File: src/rtl/alu_cmd_sequencer.sv
// Single-issue command master for the 8-bit combinational ALU: it accepts a command,
// drives registered operands into the ALU, writes Y back to the register file and returns the result.
module alu_cmd_sequencer #(
    parameter int NREG = 4,
    parameter int RAW  = 2
) (
    input  logic           clk,
    input  logic           rst,
    input  logic           cmd_valid,
    output logic           cmd_ready,
    input  logic [3:0]     cmd_op,
    input  logic [RAW-1:0] cmd_rd,
    input  logic [RAW-1:0] cmd_ra,
    input  logic [RAW-1:0] cmd_rb,
    input  logic [7:0]     cmd_imm,
    output logic [7:0]     alu_a,
    output logic [7:0]     alu_b,
    output logic [2:0]     alu_sel,
    input  logic [7:0]     alu_y,
    output logic           res_valid,
    input  logic           res_ready,
    output logic [7:0]     res_data,
    output logic [RAW-1:0] res_rd,
    output logic           res_zero,
    output logic           res_dz
);

    typedef enum logic [1:0] {
        IDLE = 2'd0,
        EXEC = 2'd1,
        RESP = 2'd2
    } state_t;

    state_t         state_reg;
    state_t         state_next;

    logic           accept;
    logic           ld_imm;
    logic           wr_en;
    logic [RAW-1:0] wr_addr;
    logic [7:0]     wr_data;

    logic [RAW-1:0] rd_reg;
    logic [7:0]     alu_a_reg;
    logic [7:0]     alu_b_reg;
    logic [2:0]     alu_sel_reg;
    logic [7:0]     res_data_reg;
    logic [RAW-1:0] res_rd_reg;
    logic           res_dz_reg;

    logic [7:0]     rf_rd [NREG];

    // Register file: one register per entry so reset can clear every entry at once.
    genvar gi;
    generate
        for (gi = 0; gi < NREG; gi++) begin : g_rf
            logic [7:0] q_reg;
            always_ff @(posedge clk or posedge rst) begin
                if (rst) begin
                    q_reg <= 8'h00;
                end else if (wr_en && (wr_addr == RAW'(gi))) begin
                    q_reg <= wr_data;
                end
            end
            assign rf_rd[gi] = q_reg;
        end
    endgenerate

    always_comb begin
        state_next = state_reg;
        accept     = 1'b0;
        ld_imm     = 1'b0;
        wr_en      = 1'b0;
        wr_addr    = rd_reg;
        wr_data    = alu_y;
        case (state_reg)
            IDLE: begin
                if (cmd_valid) begin
                    accept = 1'b1;
                    if (cmd_op[3]) begin
                        ld_imm     = 1'b1;
                        wr_en      = 1'b1;
                        wr_addr    = cmd_rd;
                        wr_data    = cmd_imm;
                        state_next = RESP;
                    end else begin
                        state_next = EXEC;
                    end
                end
            end
            EXEC: begin
                wr_en      = 1'b1;
                state_next = RESP;
            end
            RESP: begin
                if (res_ready) begin
                    state_next = IDLE;
                end
            end
            default: state_next = IDLE;
        endcase
    end

    // Operands are sampled at accept, so a destination equal to a source sees the old value.
    always_ff @(posedge clk or posedge rst) begin
        if (rst) begin
            state_reg    <= IDLE;
            rd_reg       <= '0;
            alu_a_reg    <= 8'h00;
            alu_b_reg    <= 8'h00;
            alu_sel_reg  <= 3'b000;
            res_data_reg <= 8'h00;
            res_rd_reg   <= '0;
            res_dz_reg   <= 1'b0;
        end else begin
            state_reg <= state_next;
            if (accept && !cmd_op[3]) begin
                alu_a_reg   <= rf_rd[cmd_ra];
                alu_b_reg   <= rf_rd[cmd_rb];
                alu_sel_reg <= cmd_op[2:0];
                rd_reg      <= cmd_rd;
            end
            if (ld_imm) begin
                res_data_reg <= cmd_imm;
                res_rd_reg   <= cmd_rd;
                res_dz_reg   <= 1'b0;
            end
            if (state_reg == EXEC) begin
                res_data_reg <= alu_y;
                res_rd_reg   <= rd_reg;
                res_dz_reg   <= (alu_sel_reg == 3'b011) && (alu_b_reg == 8'h00);
            end
        end
    end

    assign cmd_ready = (state_reg == IDLE);
    assign res_valid = (state_reg == RESP);
    assign alu_a     = alu_a_reg;
    assign alu_b     = alu_b_reg;
    assign alu_sel   = alu_sel_reg;
    assign res_data  = res_data_reg;
    assign res_rd    = res_rd_reg;
    assign res_dz    = res_dz_reg;
    assign res_zero  = (res_data_reg == 8'h00);

endmodule

File: config.mk
export PLATFORM = sky130hd
export DESIGN_NAME = alu_cmd_sequencer
export DESIGN_NICKNAME = d
export VERILOG_FILES = /design/src/rtl/alu_cmd_sequencer.sv
export SDC_FILE = /design/constraint.sdc
export NUM_CORES = 1
export LEC_CHECK = 0
export ABC_CLOCK_PERIOD_IN_PS = 3400
export CAP_MARGIN = 10
export CELL_PAD_IN_SITES_DETAIL_PLACEMENT = 1
export CELL_PAD_IN_SITES_GLOBAL_PLACEMENT = 2
export CORE_ASPECT_RATIO = 0.5
export CORE_UTILIZATION = 39
export CTS_CLUSTER_DIAMETER = 60
export CTS_CLUSTER_SIZE = 12
export DETAILED_ROUTE_END_ITERATION = 8
export GPL_TIMING_DRIVEN = 0
export PLACE_DENSITY = 0.85
export SETUP_SLACK_MARGIN = 0.3
export SYNTH_ARGS = -nofsm -noshare
export SYNTH_HDL_FRONTEND = slang
export SYNTH_SLANG_ARGS = --single-unit
File: constraint.sdc
create_clock -name clk -period 3.4 [get_ports clk]
set_clock_uncertainty 0.15 [all_clocks]
set_input_delay 0.68 -clock clk [delete_from_list [all_inputs] [get_ports clk]]
set_output_delay 0.68 -clock clk [all_outputs]
set_load 0.02 [all_outputs]
# Yosys cells after proc, flatten, opt, wreduce, memory -nomap -nowiden
# Cells that the tools add are included.
[word_totals]
reg_bits = 66
inputBits = 30
output_inout_bits = 33
wordCells = 65
[classes]
n_lt_le_gt_ge = 2
n_eq_ne = 8
n_mux = 28
bitwise = 2
n_reduce_logical = 13
[op_table]
columns = ["operator", "count"]
rows = [
  ["8-bit 2-to-1 mux", 9],
  ["8-bit binary-select mux with 2-bit select", 2],
  ["8-bit zero test", 2],
  ["2-bit 2-to-1 mux", 8],
  ["1-bit 2-to-1 mux", 7],
  ["2-bit equality test, second input constant", 3],
  ["3-bit >= comparator, second input constant", 2],
  ["1-bit logical AND", 6],
  ["2-bit NOT with 3-bit output", 2],
  ["2-bit case mux with 3 select lines", 1],
  ["2-bit by 1-bit equality test with 1-bit output, second input constant", 2],
  ["2-bit zero test", 2],
  ["3-bit by 2-bit equality test with 1-bit output, second input constant", 1],
  ["2-bit by 1-bit inequality test with 1-bit output, second input constant", 1],
  ["2-bit inequality test, second input constant", 1],
  ["1-bit case mux with 2 select lines", 1],
  ["2-bit AND reduction", 1],
  ["2-bit nonzero test", 1],
  ["1-bit zero test", 1],
]

# Longest topological paths before layout
# Gate-level depths: netlist (run 1).
[depth]
depth_word = 5
ltp_mapped = 7
mapped_depth_nobuf = 4

# Least setup slack after synthesis (run 1)
# No wires, ideal clock.
[synth_path]
kind = "input port to flip-flop"
start = "input cmd_valid"
end = "register g_rf[0].q_reg[0]"
setup_ps = 125
arrival_ps = 2212
required_time_ps = 3125
path_slack_ps = 913
cell_stages = 6
n_path_buf = 2
cell_sequence = "nor4bb_4 > buf_6 > mux2i_4 > or3b_1 > buf_4 > mux2_4"
[synth_via]
elab_chain_len = 4
elab_cells_between_ends = 8
cone_classes = "mux (6); reduce/logical (2)"
[synth_rtl]
columns = ["item", "line", "source"]
rows = [
  ["start: declaration", "9", "input logic cmd_valid,"],
  ["2-bit 2-to-1 mux", "78", "if (cmd_valid) begin"],
  ["2-bit 2-to-1 mux", "76", "case (state_reg)"],
  ["2-bit zero test", "61", "end else if (wr_en && (wr_addr == RAW'(gi))) begin"],
  ["1-bit logical AND", "61", ""],
  ["end signal: assignment", "62", "q_reg <= wr_data;"],
  ["end: declaration", "57", "logic [7:0] q_reg;"],
]
# Parallel ways exist; a longest one is shown, timed or not.
# A chain may end at the register's enable or synchronous reset.

# Final worst setup path (run 1)
[layout_path]
start = "input cmd_valid"
end = "register g_rf[0].q_reg[6]"
# The elaborated chain is that of the path after synthesis.

==> flow_summary_export.csv, run 1 <==
group,metric,value,unit
outcome,outcome,"complete, no violations",
pwr,p_leak,1.76,nW
place,dp_hpwl,5700,µm
setup_path,crit_cells,7,
place,dpl_cell_area,0.00390,mm²
timing,relSlewSlack,53.6,%
setup_path,path_max_fanout,9,
timing,final-setup-viol-count,0,
place,io_buffers,58,
routing,firstDrtPassIters,4,
pwr,pwr-share-comb,36.8,%
cts,tritoncts,"yes",
final_layout,post-route-util,55.3,%
timing,rsz0062_at_grt,"false",
cts,root_buffer,"clkbuf_16",
min_path,whs_path_depth,1,
pwr,power_density,876,mW/mm²
global_route,grt_pass1_vias,2314,
cts,htreeDepth,3,
routing,drt-vias-per-instance,5.39,
floorplanning,dieWidth,129,µm
global_route,overflow,0,
final_layout,diodes,0,
timing,period_minus_slack,2.95,ns
setup_path,cp_slowest_cell,"clkdlybuf4s50_1",
setup_path,rr_worst_depth,7,
global_route,antenna_found_initial,0,
global_route,grt_start_max_net_pins,39,
final_layout,drive_above_1_share,36.3,%
setup_path,crit_chain,"clkdlybuf4s50_1, nor4bb_4, buf_6, mux2i_4, or3b_1, buf_4, mux2_4",
setup_path,critPathRequiredTime,3.46,ns
routing,initialDrtViolationCount,131,
timing,fmaxAchievable,339,MHz
timing,finalHoldViolCount,0,
floorplanning,fp.dieH,65.7,µm
synthesis,synth_cells,206,
setup_path,crit_family,"buffers and inverters",
setup_path,arrival,3.01,ns
pwr,switchingPower,1.16,mW
pwr,swShare,31.6,%
synthesis,syn_area_per_cell,15.3,µm²
cts,path_clk_slew,0.05,ns
timing,worst_pin_slew,0.696,ns
routing,wire_per_inst,20.8,µm
setup_path,regToRegSetupSlack,0.90,ns
setup_path,cp_slowest_stage_delay,0.57,ns
cts,cts_setup_buffers,0,
routing,drtAntennaViolNets,0,
synthesis,ys_types,30,
global_route,grt_pass1_wl,13200,µm
timing,drv_slew,0,
place,dpl_worst_slack,0.155,ns
floorplanning,dieArea,0.00849,mm²
final_layout,mostFrequentLayoutCell,"dfrtp_1",
pwr,internal_power,2.51,mW
pwr,pwr-share-seq,38.5,%
floorplanning,coreArea,0.00757,mm²
setup_path,critPathBufInv,3,
pwr,irDropWorstVdd,0.407,mV
place,place.gp.congestion,0.718,
cts,worstSkewPairLatency,0.33,ns
setup_path,crit_path_start_kind,"input pin",
synthesis,ys_seq_area_share,52.3,%
synthesis,ys_seq_elements,66,
floorplanning,pin_count,63,
final_layout,stdcell_area,0.00418,mm²
cts,cts_sinks,66,
final_layout,nFillCells,747,
timing,layout_setup_ws,0.452,ns
final_layout,fin_cells,389,
synthesis,netlist_area,0.00316,mm²
min_path,min_path_type,"flip-flop to flip-flop",
synthesis,synth_nets,236,
global_route,grt.total_usage,22.0,%
routing,drc_errors,0,
final_layout,largest_reg_flops,32,
place,dp_cells,373,
cts,postCtsHoldBufs,0,
pwr,p_clk_share,24.7,%
synthesis,yosys_warnings,0,
floorplanning,start_util,41.8,%
flow_run,max_cap_viol_count,0,
floorplanning,num_rows,22,
cts,cts-resized-gates,0,
setup_path,crit_path_end_kind,"flip-flop",
routing,num_vias,2098,
cts,clk_path_buf_depth,2,
final_layout,synthToLayoutAreaGrowth,32.4,%
cts,numCtsBuffers,9,
timing,min_period_over_period,86.7,%
final_layout,layout.nets,306,
final_layout,final_cell_mix,"66 x dfrtp_1, 58 x clkdlybuf4s50_1, 49 x mux2_2",
setup_path,worstSetupPathType,"input pin to flip-flop",
routing,routed_wl,8070,µm
[power by group through the flow]
stage / clock (mW) / sequential (mW) / combinational [mW]
floorplan: 0 / 1.52 / 0.679
global placement: 0 / 1.37 / 1.31
detailed placement: 0 / 1.42 / 1.35
CTS: 0.923 / 1.41 / 1.37
global route: 0.952 / 1.46 / 1.44
finish: 0.906 / 1.41 / 1.35
[cell usage after synthesis]
| cell type | number | area, µm² |
|---|---|---|
| clkbuf_1 | 6 | 22.5 |
| nor4b_2 | 1 | 15.0 |
| o21ai_0 | 2 | 10.0 |
| buf_4 | 2 | 15.0 |
| a222oi_1 | 9 | 90.1 |
| nand2b_1 | 2 | 12.5 |
| nor4bb_4 | 1 | 25.0 |
| mux2_2 | 49 | 552 |
| nor2b_1 | 1 | 6.26 |
| a21oi_1 | 2 | 10.0 |
| mux2_1 | 3 | 33.8 |
| nor3_4 | 1 | 16.3 |
| nand2_1 | 4 | 15.0 |
| mux2_4 | 8 | 120 |
| inv_1 | 12 | 45.0 |
| dfrtp_1 | 66 | 1650 |
| buf_6 | 2 | 22.5 |
| nand4b_1 | 1 | 8.76 |
| a21o_1 | 1 | 7.51 |
| nor2_1 | 3 | 11.3 |
| a32oi_1 | 1 | 8.76 |
| mux4_2 | 16 | 360 |
| mux2i_4 | 1 | 22.5 |
| a32o_1 | 1 | 10.0 |
| or2_2 | 1 | 6.26 |
| nor4_1 | 1 | 6.26 |
| buf_2 | 4 | 20.0 |
| or3b_1 | 1 | 8.76 |
| or4_1 | 3 | 22.5 |
| nor3_1 | 1 | 5.00 |
[worst paths after layout]
| path | from | endpoint |
|---|---|---|
| min in group asynchronous | rst | alu_a[3] |
| hold reg to reg | res_rd[1] | res_rd[1] |
| max in group asynchronous | rst | alu_sel[1] |
| hold / removal | res_rd[1] | res_rd[1] |
| setup / recovery | cmd_valid | g_rf[0].q_reg[6] |
| setup reg to reg | state_reg[1] | g_rf[0].q_reg[6] |
[final cells by class]
cell class	count	area, µm²	area share (%)
Sequential cell	66	1650	39.5
Tap cell	108	135	3.23
Timing Repair Buffer	59	601	14.4
Inverter	12	45.0	1.08
Clock buffer	11	233	5.56
Buffer	14	80.1	1.91
Clock inverter	5	55.1	1.32
Multi-Input combinational cell	114	1380	33.1
[per-layer routing]
metal / share of wire, % / wire length (µm) / track usage, %
met5: 0 / 0 / 0
met4: 2.0 / 164 / 9.56
met3: 6.4 / 516 / 6.76
met2: 48 / 3860 / 34.3
met1: 44 / 3530 / 28.5
[cells by family (layout without fill, tap and decap cells)]
kind of cell    after synthesis  after routing  share of synthesized area, %
buf+inv                      26            101                          3.96
simple gates                 21             21                          5.03
mux                          77             77                          34.4
flops                        66             66                          52.3
compound gates               16             16                          4.32
[stage by stage]
stage	setup TNS (ns)	hold slack, ns	power, mW
final	0	0.346	3.67
after global routing	0	0.369	3.86
after CTS	0	0.357	3.70
after detailed placement	0	0.346	2.77
after global placement	-15.39	0.327	2.69
after floorplan	0	0.341	2.20
[worst reg2reg max path, cell delays in order (launching register included)]
cell and delay, ns:
dfrtp_1 0.37, buf_6 0.15, nor4bb_4 0.30, buf_6 0.19, mux2i_4 0.30, or3b_1 0.40, buf_4 0.21, mux2_4 0.31
(Power assumes the default switching activity.)
==> inputs of run 2 (changes only) <==
--- a/config.mk
+++ b/config.mk
@@ -17,6 +17,7 @@
 export GPL_TIMING_DRIVEN = 0
 export PLACE_DENSITY = 0.85
 export SETUP_SLACK_MARGIN = 0.3
+export SLEW_MARGIN = 20
 export SYNTH_ARGS = -nofsm -noshare
 export SYNTH_HDL_FRONTEND = slang
 export SYNTH_SLANG_ARGS = --single-unit
==> run 2 against run 1 <==
Compared with the run above: non-clock buffer count unchanged; first-iteration DRC count shrank 1.5%; sequential power about the same; largest power group unchanged; highest routed layer unchanged; hold slack better by 0.0038 ns; setup slack better by 0.011 ns; combinational power is essentially flat; total power rose by 5.8%; final cell count did not move.
==> flow_summary_export.csv, run 2 (same netlist as run 1, synthesis figures left out) <==
group,metric,value,unit
final_layout,layout.nets,306,
place,dp_cells,373,
final_layout,synthToLayoutAreaGrowth,34.8,%
cts,clk_path_buf_depth,2,
final_layout,drive_above_1_share,36.7,%
timing,relSlewSlack,54.8,%
place,dp_hpwl,5770,µm
setup_path,critPathRequiredTime,3.47,ns
timing,fin_setup_tns,0,ns
floorplanning,num_rows,22,
place,io_buffers,58,
final_layout,fin_cells,389,
global_route,grt.total_usage,22.1,%
setup_path,crit_path_end_kind,"flip-flop",
setup_path,crit_chain,"clkdlybuf4s50_1, nor4bb_4, buf_6, mux2i_4, or3b_1, buf_4, mux2_4",
setup_path,crit_path_start_kind,"input pin",
cts,htreeDepth,3,
cts,numCtsBuffers,9,
final_layout,largest_reg_flops,32,
setup_path,path_max_fanout,9,
routing,drt-vias-per-instance,5.41,
floorplanning,fp.dieH,65.7,µm
setup_path,cp_slowest_cell,"clkdlybuf4s50_1",
routing,firstDrtPassIters,5,
global_route,antenna_found_initial,0,
routing,drtAntennaViolNets,0,
timing,min_period_over_period,86.4,%
final_layout,final_cell_mix,"66 x dfrtp_1, 58 x clkdlybuf4s50_1, 49 x mux2_2",
timing,worst_pin_slew,0.677,ns
cts,cts-resized-gates,0,
final_layout,mostFrequentLayoutCell,"dfrtp_1",
floorplanning,dieArea,0.00849,mm²
timing,final-setup-viol-count,0,
cts,worstSkewPairLatency,0.34,ns
global_route,grt_pass1_vias,2356,
routing,initialDrtViolationCount,129,
routing,wire_per_inst,21.1,µm
flow_run,max_cap_viol_count,0,
setup_path,regToRegSetupSlack,0.92,ns
pwr,p_leak,1.80,nW
global_route,grt_pass1_wl,13300,µm
timing,finalHoldViolCount,0,
routing,wl_met1,3610,µm
cts,root_buffer,"clkbuf_16",
min_path,min_path_type,"flip-flop to flip-flop",
cts,tritoncts,"yes",
pwr,irDropWorstVdd,0.372,mV
place,place.gp.congestion,0.718,
floorplanning,start_util,41.8,%
outcome,outcome,"complete, no violations",
timing,drv_slew,0,
floorplanning,dieWidth,129,µm
setup_path,worstSetupPathType,"input pin to flip-flop",
setup_path,cp_slowest_stage_delay,0.58,ns
timing,rsz0062_at_grt,"false",
cts,postCtsHoldBufs,0,
routing,met2_length,3910,µm
cts,path_clk_slew,0.05,ns
pwr,power_density,910,mW/mm²
timing,period_minus_slack,2.94,ns
cts,cts_sinks,66,
min_path,whs_path_depth,1,
routing,routed_wl,8210,µm
final_layout,diodes,0,
global_route,grt_start_max_net_pins,59,
routing,drc_errors,0,
floorplanning,coreArea,0.00757,mm²
place,dpl_worst_slack,0.140,ns
setup_path,rr_worst_depth,7,
timing,fmaxAchievable,340,MHz
floorplanning,pin_count,63,
routing,num_vias,2106,
routing,top_layer_used,"met4",
timing,layout_setup_ws,0.463,ns
cts,cts_setup_buffers,0,
global_route,overflow,0,
setup_path,arrival,3.00,ns
routing,met3_length,457,µm
==> run 2: cell count changes in the layout (fill, tap and decap cells not counted), sizes merged <==
cell and change:
clkinv -2, clkbuf +1, bufinv +2, clkinvlp -1
==> run 2: final cells by class <==
class / count / area (µm²)
clock buffers: 12 / 256
repair buffers: 59 / 608
inverters: 12 / 47.5
clock inverters: 4 / 97.6
well taps: 108 / 135
fillers: 731 / 3310
plain buffers: 14 / 80.1
multi-input cells: 114 / 1380
flip-flops and latches: 66 / 1650
==> run 2: metrics by stage <==
step	hold slack, ns	util [%]	total power [mW]	area [µm²]
3_5_place_dp	0.348	51.6	2.78	3910
5_1_grt	0.371	56.3	4.06	4260
2_1_floorplan	0.341	-	2.20	3160
3_3_place_gp	0.327	51.2	2.69	3880
4_1_cts	0.357	56.3	3.91	4260
6_report	0.350	56.3	3.88	4260
==> run 2: path summary, 6_finish.rpt <==
path	startpoint	to
setup / recovery	cmd_valid	g_rf[0].q_reg[6]
hold / removal	res_dz	res_dz
setup reg to reg	state_reg[1]	g_rf[0].q_reg[6]
hold reg to reg	res_dz	res_dz
max in group asynchronous	rst	state_reg[1]
min in group asynchronous	rst	alu_a[2]
==> run 2: critical path: cells and delay by family <==
family,cells,cell delay (ns)
buffers and inverters,3,0.98
AND/OR/NAND/NOR,2,0.74
multiplexers,2,0.61
==> run 2: per-layer routing <==
metal | global-route usage [%] | vias to the layer above
li1 | - | 924
met1 | 28.5 | 1097
met2 | 34.3 | 65
met3 | 6.51 | 20
met4 | 10.9 | 0
met5 | 0 | -
==> run 2: power breakdown <==
group | switching [mW] | internal (mW) | total, mW
sequential | 0.279 | 1.14 | 1.42
combinational | 0.552 | 0.800 | 1.35
clock | 0.344 | 0.756 | 1.10
total | 1.18 | 2.70 | 3.88
==> inputs of run 3 (changes only) <==
--- a/config.mk
+++ b/config.mk
@@ -10,12 +10,14 @@
 export CELL_PAD_IN_SITES_DETAIL_PLACEMENT = 1
 export CELL_PAD_IN_SITES_GLOBAL_PLACEMENT = 2
 export CORE_ASPECT_RATIO = 0.5
+export CORE_MARGIN = 1.5
 export CORE_UTILIZATION = 39
 export CTS_CLUSTER_DIAMETER = 60
 export CTS_CLUSTER_SIZE = 12
 export DETAILED_ROUTE_END_ITERATION = 8
 export GPL_TIMING_DRIVEN = 0
 export PLACE_DENSITY = 0.85
+export RECOVER_POWER = 25
 export SETUP_SLACK_MARGIN = 0.3
 export SLEW_MARGIN = 20
 export SYNTH_ARGS = -nofsm -noshare
==> run 3 against run 2 <==
Compared with the run above: critical path depth unchanged; clock power fell by 23%; largest cell class unchanged; setup slack gained 0.035 ns; highest routed layer unchanged.
==> flow_summary_export.csv, run 3 (same netlist as run 1, synthesis figures left out) <==
group,metric,value,unit
outcome,outcome,"complete, no violations",
setup_path,critPathRequiredTime,3.47,ns
routing,met2_length,3790,µm
global_route,antenna_found_initial,0,
timing,min_period_over_period,85.3,%
routing,top_layer_used,"met4",
pwr,irDropWorstVdd,0.296,mV
cts,htreeDepth,3,
cts,worstSkewPairLatency,0.33,ns
cts,root_buffer,"clkbuf_16",
floorplanning,start_util,41.6,%
floorplanning,dieArea,0.00869,mm²
setup_path,crit_chain,"clkdlybuf4s50_1, nor4bb_4, buf_6, mux2i_4, or3b_1, buf_4, mux2_4",
timing,rsz0062_at_grt,"false",
timing,drv_slew,0,
cts,numCtsBuffers,9,
routing,routed_wl,8000,µm
pwr,p_leak,1.75,nW
cts,cts_sinks,66,
routing,drtAntennaViolNets,0,
final_layout,final_cell_mix,"66 x dfrtp_1, 57 x clkdlybuf4s50_1, 49 x mux2_2",
place,io_buffers,58,
global_route,grt_pass1_wl,12400,µm
setup_path,path_max_fanout,9,
timing,period_minus_slack,2.90,ns
setup_path,cp_slowest_cell,"clkdlybuf4s50_1",
cts,cts-resized-gates,0,
floorplanning,fp.dieH,66.7,µm
timing,relSlewSlack,18.3,%
floorplanning,coreArea,0.00760,mm²
setup_path,critPathBufInv,3,
floorplanning,pin_count,63,
place,dpl_cell_area,0.00390,mm²
routing,firstDrtPassIters,4,
timing,finalHoldViolCount,0,
routing,initialDrtViolationCount,134,
final_layout,synthToLayoutAreaGrowth,31.5,%
setup_path,rr_worst_depth,7,
setup_path,crit_path_end_kind,"flip-flop",
routing,met3_length,329,µm
timing,fin_setup_tns,0,ns
setup_path,crit_family,"buffers and inverters",
place,place.gp.congestion,0.732,
flow_run,max_cap_viol_count,0,
final_layout,drive_above_1_share,36.1,%
final_layout,diodes,0,
place,dp_hpwl,5710,µm
setup_path,arrival,2.97,ns
min_path,whs_path_depth,1,
final_layout,mostFrequentLayoutCell,"dfrtp_1",
floorplanning,dieWidth,130,µm
pwr,power_density,865,mW/mm²
setup_path,worstSetupPathType,"input pin to flip-flop",
timing,final-setup-viol-count,0,
routing,wl_met1,3800,µm
timing,fmaxAchievable,345,MHz
final_layout,layout.nets,306,
global_route,grt_pass1_vias,2240,
timing,worst_pin_slew,1.22,ns
floorplanning,num_rows,22,
routing,drc_errors,0,
final_layout,largest_reg_flops,32,
setup_path,cp_slowest_stage_delay,0.56,ns
routing,drt-vias-per-instance,5.43,
setup_path,crit_path_start_kind,"input pin",
global_route,overflow,0,
cts,postCtsHoldBufs,0,
cts,tritoncts,"yes",
cts,clk_path_buf_depth,2,
routing,num_vias,2106,
global_route,grt.total_usage,20.3,%
cts,path_clk_slew,0.05,ns
final_layout,stdcell_area,0.00416,mm²
final_layout,nFillCells,762,
setup_path,crit_cells,7,
routing,wire_per_inst,20.6,µm
cts,cts_setup_buffers,0,
min_path,min_path_type,"flip-flop to flip-flop",
global_route,grt_start_max_net_pins,41,
-- run 3: cell types whose count changed in the layout (fill, tap and decap cells not counted) --
cell,change
clkinv_2,+1
clkdlybuf4s50_1,-1
dlygate4sd3_1,+1
bufinv_16,-3
buf_16,-1
clkinvlp_2,+1
inv_4,-1
clkbuf_1,+1
clkbuf_2,+1
-- run 3: area by class of cell --
| cell class | instances | area [µm²] | share of cell area, % |
|---|---|---|---|
| Timing Repair Buffer | 59 | 586 | 14.1 |
| Inverter | 12 | 46.3 | 1.11 |
| Clock inverter | 2 | 12.5 | 0.301 |
| Sequential cell | 66 | 1650 | 39.7 |
| Multi-Input combinational cell | 114 | 1380 | 33.3 |
| Clock buffer | 13 | 260 | 6.26 |
| Tap cell | 108 | 135 | 3.25 |
| Buffer | 14 | 80.1 | 1.93 |
-- run 3: routing by layer --
layer | vias up | track usage, %
met5 | - | 0
met4 | 0 | 6.39
met3 | 9 | 6.02
met2 | 46 | 32.0
met1 | 1129 | 27.1
li1 | 922 | -
-- run 3: report_power, final --
part	leakage (nW)	switching [mW]	internal, mW
Sequential	0.800	0.264	1.14
Combinational	0.817	0.543	0.796
Clock	0.132	0.320	0.528
Total	1.75	1.13	2.47
-- run 3: worst paths after layout --
check,from,to,slack (ns)
worst max-delay path,cmd_valid,g_rf[0].q_reg[6],0.50
worst min-delay path,res_rd[1],res_rd[1],0.35
worst max register to register,state_reg[1],g_rf[0].q_reg[6],0.94
worst min register to register,res_rd[1],res_rd[1],0.35
max in group asynchronous,rst,alu_sel[0],0.69
min in group asynchronous,rst,alu_a[2],0.90
-- run 3: metrics by stage --
step                      hold slack (ns)  util [%]  instances  total power [mW]  worst slack, ns
final                               0.345      54.7        388              3.60            0.498
after detailed placement            0.328      51.3        373              2.77            0.189
after CTS                           0.339      54.9        388              3.64            0.516
after global routing                0.347      54.7        388              3.79            0.346
after global placement              0.322      51.0        372              2.68           -0.239
after floorplan                     0.341         -        206              2.20            0.913
